$ cat config.mk
export PLATFORM = sky130hd
export DESIGN_NAME = adc_spi_sampler
export DESIGN_NICKNAME = d
export VERILOG_FILES = /design/src/rtl/adc_spi_sampler_pkg.sv /design/src/rtl/adc_spi_frame.sv /design/src/rtl/adc_spi_sampler.sv
export SDC_FILE = /design/constraint.sdc
export NUM_CORES = 1
export LEC_CHECK = 0
export ABC_AREA = 1
export BUFFER_PORTS_ARGS = -buffer_cell sky130_fd_sc_hd__buf_2
export CORE_MARGIN = 8
export CORE_UTILIZATION = 53
export DETAILED_ROUTE_END_ITERATION = 12
export PLACE_DENSITY = 0.72
export SYNTH_ARGS = -nofsm -noshare
export SYNTH_HDL_FRONTEND = slang
export SYNTH_SLANG_ARGS = --single-unit
$ cat constraint.sdc
create_clock -name clk -period 2.6 [get_ports clk]
set_input_delay 0.26 -clock clk [delete_from_list [all_inputs] [get_ports clk]]
set_output_delay 0.26 -clock clk [all_outputs]
set_load 0.005 [all_outputs]
$ cat src/rtl/adc_spi_sampler_pkg.sv
// adc_spi_sampler_pkg: shared solar-monitor ADC encodings, frame layout and command word builder
package adc_spi_sampler_pkg;
    localparam int FRAME_BITS = 16;
    localparam int RES_W = 12;
    typedef enum logic [2:0] {IDLE, CS_SETUP, SHIFT, CS_HOLD, GAP, UPDATE} state_t;
    typedef enum logic [1:0] {SEQ_IDLE, SEQ_FRAME, SEQ_GAP, SEQ_UPDATE} seq_t;
    function automatic logic [FRAME_BITS-1:0] cmd_word(input logic ch);
        return {1'b1, 1'b1, ch, 1'b1, 12'd0};
    endfunction
endpackage

$ cat src/rtl/adc_spi_frame.sv
// adc_spi_frame: one chip-select/SCLK/shift frame to the ADC, mode 0, MSB first
module adc_spi_frame
    import adc_spi_sampler_pkg::*;
#(
    parameter int CLK_DIV = 4
) (
    input  logic             clk,
    input  logic             rst,
    input  logic             start,
    input  logic             ch,
    input  logic             miso,
    output logic             done,
    output logic [RES_W-1:0] data,
    output logic             cs_n,
    output logic             sclk,
    output logic             mosi
);
    localparam logic [7:0] DIV_LAST = 8'(CLK_DIV - 1);
    state_t state, state_n;
    logic [7:0] cnt;
    logic [4:0] half;
    logic ch_q, tick, sample;
    logic [RES_W-1:0] sr;
    logic [FRAME_BITS-1:0] cmd;
    always_comb begin
        tick = cnt == DIV_LAST;
        sample = state == SHIFT && half[0] && cnt == 8'd0;
        cmd = cmd_word(ch_q);
        state_n = state;
        case (state)
            IDLE:     state_n = start ? CS_SETUP : IDLE;
            CS_SETUP: state_n = tick ? SHIFT : CS_SETUP;
            SHIFT:    state_n = (tick && half == 5'd31) ? CS_HOLD : SHIFT;
            CS_HOLD:  state_n = tick ? IDLE : CS_HOLD;
            default:  state_n = IDLE;
        endcase
        done = state == CS_HOLD && tick;
        cs_n = state == IDLE;
        sclk = state == SHIFT && half[0];
        // bit index advances as SCLK falls, so MOSI is stable across every rising edge
        mosi = state == CS_SETUP ? cmd[FRAME_BITS-1] :
               state == SHIFT    ? cmd[4'd15 - half[4:1]] : 1'b0;
        data = sr;
    end
    always_ff @(posedge clk or posedge rst) begin
        if (rst) begin
            state <= IDLE;
            cnt <= '0;
            half <= '0;
            ch_q <= 1'b0;
            sr <= '0;
        end else begin
            state <= state_n;
            cnt <= (state == IDLE || tick) ? 8'd0 : cnt + 8'd1;
            half <= state != SHIFT ? 5'd0 : tick ? half + 5'd1 : half;
            if (state == IDLE && start) ch_q <= ch;
            if (sample) sr <= {sr[RES_W-2:0], miso};
        end
    end
endmodule

$ cat src/rtl/adc_spi_sampler.sv
// adc_spi_sampler: periodic/software-triggered two-channel ADC conversion sequencer
module adc_spi_sampler
    import adc_spi_sampler_pkg::*;
#(
    parameter int CLK_DIV = 4,
    parameter int SAMPLE_PERIOD = 1000
) (
    input  logic             clk,
    input  logic             rst,
    input  logic             enable,
    input  logic             trigger,
    output logic             adc_cs_n,
    output logic             adc_sclk,
    output logic             adc_mosi,
    input  logic             adc_miso,
    output logic [RES_W-1:0] voltage,
    output logic [RES_W-1:0] current,
    output logic             sample_valid,
    output logic             busy,
    output logic             overrun
);
    localparam int PW = $clog2(SAMPLE_PERIOD);
    localparam logic [7:0] DIV_LAST = 8'(CLK_DIV - 1);
    localparam logic [PW-1:0] PER_LAST = PW'(SAMPLE_PERIOD - 1);
    seq_t seq, seq_n;
    logic [PW-1:0] pc;
    logic [7:0] gcnt;
    logic [RES_W-1:0] v_hold, f_data;
    logic ch_q, ptick, trig, gtick, start, load, done;
    adc_spi_frame #(.CLK_DIV(CLK_DIV)) u_frame (
        .clk(clk), .rst(rst), .start(start), .ch(seq != SEQ_IDLE), .miso(adc_miso),
        .done(done), .data(f_data), .cs_n(adc_cs_n), .sclk(adc_sclk), .mosi(adc_mosi)
    );
    always_comb begin
        ptick = enable && pc == PER_LAST;
        trig = trigger || ptick;
        gtick = gcnt == DIV_LAST;
        start = (seq == SEQ_IDLE && trig) || (seq == SEQ_GAP && gtick && !ch_q);
        load = seq == SEQ_GAP && gtick && ch_q;
        seq_n = seq;
        case (seq)
            SEQ_IDLE:  seq_n = trig ? SEQ_FRAME : SEQ_IDLE;
            SEQ_FRAME: seq_n = done ? SEQ_GAP : SEQ_FRAME;
            SEQ_GAP:   seq_n = !gtick ? SEQ_GAP : ch_q ? SEQ_UPDATE : SEQ_FRAME;
            default:   seq_n = SEQ_IDLE;
        endcase
        sample_valid = seq == SEQ_UPDATE;
        busy = seq != SEQ_IDLE;
    end
    always_ff @(posedge clk or posedge rst) begin
        if (rst) begin
            seq <= SEQ_IDLE;
            pc <= '0;
            gcnt <= '0;
            ch_q <= 1'b0;
            v_hold <= '0;
            voltage <= '0;
            current <= '0;
            overrun <= 1'b0;
        end else begin
            seq <= seq_n;
            pc <= (!enable || ptick) ? '0 : pc + 1'b1;
            gcnt <= (seq != SEQ_GAP || gtick) ? 8'd0 : gcnt + 8'd1;
            if (start) ch_q <= seq != SEQ_IDLE;
            if (done && !ch_q) v_hold <= f_data;
            // both results land together so the UPDATE cycle shows a coherent pair
            if (load) begin
                voltage <= v_hold;
                current <= f_data;
            end
            overrun <= overrun || (trig && seq != SEQ_IDLE);
        end
    end
endmodule

# Word-level counts from Yosys, hierarchy flattened
# Index checks and enable logic that the tools add are counted.
# Widths: inputs -> output; s select.
[totals]
regBits = 87
input_bits = 5
output_inout_bits = 30
[op_classes]
add_sub_neg = 5
magnitude_cmp = 1
eq_ne = 12
mux = 19
reduce_logical = 25
[op_table]
columns = ["op", "count"]
rows = [
  ["$add 8x1->8 const B", 2],
  ["$eq 8x2->1 const B", 2],
  ["$mux 8", 2],
  ["$logic_and 1x1->1", 12],
  ["$pmux 3 s4", 1],
  ["$add 10x1->10 const B", 1],
  ["$eq 10x10->1 const B", 1],
  ["$mux 10", 1],
  ["$mux 2", 5],
  ["$mux 5", 2],
  ["$logic_not 8->1", 1],
  ["$eq 3x2->1 const B", 2],
  ["$logic_or 1x1->1", 6],
  ["$mux 1", 6],
  ["$pmux 2 s3", 1],
  ["$add 5x1->5 const B", 1],
  ["$eq 5x5->1 const B", 1],
  ["$lt 4x5->1 const B", 1],
  ["$bmux 1 s4", 1],
  ["$eq 2x2->1 const B", 2],
  ["$reduce_bool 2->1", 2],
  ["$sub 4x4->4 const A", 1],
  ["$eq 3x1->1 const B", 1],
  ["$logic_not 3->1", 1],
  ["5 further kinds", 6],
]

# Depth between registers and ports, before layout
[logic_depth]
word_depth = 7
mapped_depth = 9
depth_no_buf = 8

# By module
# A second synthesis with hierarchy kept.
[hier_totals]
cells_unflattened = 449
hier_area_um2 = 3943.8
[by_module_without_submodules]
columns = ["mod", "instances", "cells_per_inst", "area_each_um2", "seq_area_each_um2"]
rows = [
  ["adc_spi_sampler", 1, 270, 2524.9, 1451.4],
  ["adc_spi_frame", 1, 179, 1418.9, 700.7],
]

# Worst setup path after synthesis
# OpenSTA, ideal clock, no wires.
[synth_path]
kind = "reg2reg"
from = "register gcnt[0]"
to = "register current[2]"
setup_time_ps = 119
arrival_ps = 1252
required_ps = 2481
slack_ps = 1229
path_stages_with_launch = 9
path_buffers = 1
path_cell_list = "dfrtp_1 > ha_1 > nand2_2 > nor2_4 > nand2_4 > nor2_8 > buf_6 > nand2_1 > o21a_1"
[synth_between]
elab_chain_len = 3
[synth_lines]
columns = ["element", "line", "rtl"]
rows = [
  ["start: declaration", "adc_spi_sampler.sv:27", "logic [7:0] gcnt;"],
  ["start signal: assignment", "adc_spi_sampler.sv:63", "gcnt <= (seq != SEQ_GAP || gtick) ? 8'd0 : gcnt + 8'd1;"],
  ["$eq 8x2->1", "adc_spi_sampler.sv:37", "gtick = gcnt == DIV_LAST;"],
  ["$logic_and 1x1->1 (2 in series)", "adc_spi_sampler.sv:39", "load = seq == SEQ_GAP && gtick && ch_q;"],
  ["end signal: assignment", "adc_spi_sampler.sv:69", "current <= f_data;"],
  ["end: declaration", "adc_spi_sampler.sv:17", "output logic [RES_W-1:0] current,"],
]
# No other way between the ends.
# A chain may end at the register's enable or synchronous reset.

# Final worst setup path
[layout_path]
from = "register gcnt[0]"
to = "register current[11]"
# Same word-level chain as after synthesis.

==> metrics.csv <==
metric,value,unit
status,"complete, but fails checks",
failing checks,hold timing,
RSZ-0062 raised after global routing,false,
Syn Nets,437,
Worst Max-Slew Pin Slew,699,ps
Syn Area/Cell,9.04,µm²
Area Growth Syn to Fin,11.9,%
# hold bufs at CTS,0,
width of the die,101,µm
via/cell ratio,4.90,
startpoint types,flip-flop,
DR DRC count,0,
Iter 0 DRT Violations,152,
Setup Skew,16.5,ps
Final Setup Violations,0,
post-CTS setup buffer count,0,
"Arr. time, crit path",1970,ps
slew margin rel.,0.533,
Clock Latency Late Sink,360,ps
"top cells by count, synth","nand2_1, dfrtp_1, nor2_1",
number of diodes,0,
PD cells,554,nW/µm²
Resize count post-CTS,0,
GR Util All Layers,0.153,
reg2reg setup slack,890,ps
Reg2Reg Depth,7,
max-cap violations,0,
R2R Path End,current[11],
CTS sink cnt,86,
asr flop ratio synth,1.00,
Num CTS Buffers,9,
Initial Util,0.540,
grt ovf,0,
WS Path Type,flip-flop to flip-flop,
final net count,474,
# IOs,35,
max-slew violations,0,
Final HPWL DP,5020,µm
CTS Buffer Depth,2,
top cell type's share of synthesized area,0.559,
warnings from Yosys,0,
final wirelength,6970,µm
"CTS clk-pin slew, worst paths",90,ps
Main synth FF type,dfrtp_1,
global-route wire length before repair,12500,µm
drt pass-1 iters,4,
top-count cell post-synth,nand2_1,
worst r2r src,gcnt[0],
filler instances,654,
Hold Slack,-17.6,ps
Area contributors post-synth,"dfrtp_1, nand2_1, nor2_1",
Final Non-Filler Cells,567,
std cell rows,31,
vias in the first global route,2809,
Worst EP required,2850,ps
Post-Syn Area,3850,µm²
Core Region,7140,µm²
share of cells above drive strength 1,0.162,
Die Area,10300,µm²
Final min period,1710,ps
Placed Cells,551,
LEAKAGE,0.00229,µW
initial antenna violation count,0,
Final ANT Viol Nets,0,
Synth area leader,dfrtp_1,
IO Port Bufs,34,
post-synthesis sequential area ratio,0.559,
largest net degree at the start of global routing,47,
number of synthesized flops with an enable pin,0,
DR WL/cell,12.3,µm
CTS tree,yes,
Hold Path Class,input port to async pin,
Max Freq,583,MHz
Post-Synthesis Cells,426,
H-tree levels,3,
Worst IR Drop VDD,509,µV
Die Ht,101,µm
post-synthesis cell type count,32,
"critical path fanouts, max",36,
CTS root buf,clkbuf_8,
Fin Setup TNS,0,ps
Yosys reg bits,86,
Critical Path End Type,flip-flop,
"Hold Vio Cnt, Final",38,
vias post-DR,2776,
Final Cycle Share,0.660,
Routability Congestion,0.834,
==> worst max-delay path by stage <==
stage,start,endpoint,slack (ps),cells past startpoint
global route,gcnt[0],current[11],750,7
floorplan,rst,ch_q,120,1
finish,gcnt[0],current[11],890,7
detailed placement,gcnt[0],current[1],920,7
global placement,gcnt[0],current[9],990,7
CTS,gcnt[0],current[9],910,7
==> stage by stage <==
step	setup WS, ps	util	power [µW]	area (µm²)
after CTS	913	0.604	2410	4310
after global routing	752	0.604	2480	4310
final	885	0.604	2390	4310
after global placement	992	0.573	1430	4090
after detailed placement	920	0.573	1430	4090
after floorplan	118	-	1410	3850
==> metal layers <==
| metal | part of all wire | wire length (µm) | GRT usage |
|---|---|---|---|
| met1 | 0.48 | 3340 | 0.196 |
| met2 | 0.46 | 3190 | 0.236 |
| met3 | 0.046 | 323 | 0.0405 |
| met4 | 0.018 | 125 | 0.0722 |
| met5 | 0 | 0 | 0 |
==> critical path: stages (launching register included) <==
cell	delay, ps
dfrtp_1	380
ha_1	210
nand2_2	100
nor2_4	140
nand2_4	140
nor2_8	380
nand2_1	130
o21a_1	130
==> where the power goes <==
| group | switching, µW | internal (µW) |
|---|---|---|
| Sequential | 7.25 | 1350 |
| Clock | 482 | 505 |
| Combinational | 36.8 | 11.2 |
| Total | 526 | 1860 |
==> state kept, by name, summed over array words and instances, names as in the netlist, 5 cells and up <==
name and flops:
gcnt 8, current 12, u_frame.cnt 8, voltage 12, u_frame.half 5, u_frame.data 12, v_hold 12, pc 10
==> final cells by class <==
| class | count | area [µm²] | area share |
|---|---|---|---|
| multi-input cells | 282 | 1440 | 0.334 |
| flip-flops and latches | 86 | 2150 | 0.500 |
| clock inverters | 5 | 65.1 | 0.0151 |
| repair buffers | 35 | 190 | 0.0441 |
| clock buffers | 11 | 151 | 0.0351 |
| inverters | 49 | 185 | 0.0430 |
| well taps | 99 | 124 | 0.0288 |
==> cells by family (layout without fill, tap and decap cells) <==
family                     Yosys count  in the layout  synth area share
and+or+nand+nor                    215            215             0.258
DFF                                 86             86             0.559
buffers and inverters               58            100            0.0672
AOI/OAI and AO/OA                   55             55            0.0825
adders and majority gates            6              6            0.0195
xor gates and xnor gates             6              6            0.0136
==> placed cells by master, fill, tap and decap left out, types with 4 or more instances in the layout <==
cell	synthesis	layout
clkbuf_8	0	11
buf_2	3	34
dfrtp_1	86	86
xor2_1	4	4
o21a_1	12	12
o21ai_0	20	20
nand3_1	14	14
nor2_4	4	4
nor3b_1	9	9
ha_1	6	6
nor3_1	7	7
inv_1	47	46
a21oi_1	19	19
nand2_1	113	113
nor2_1	48	48
nor2_2	5	5
nand2_2	7	7
(Power assumes the default switching activity.)
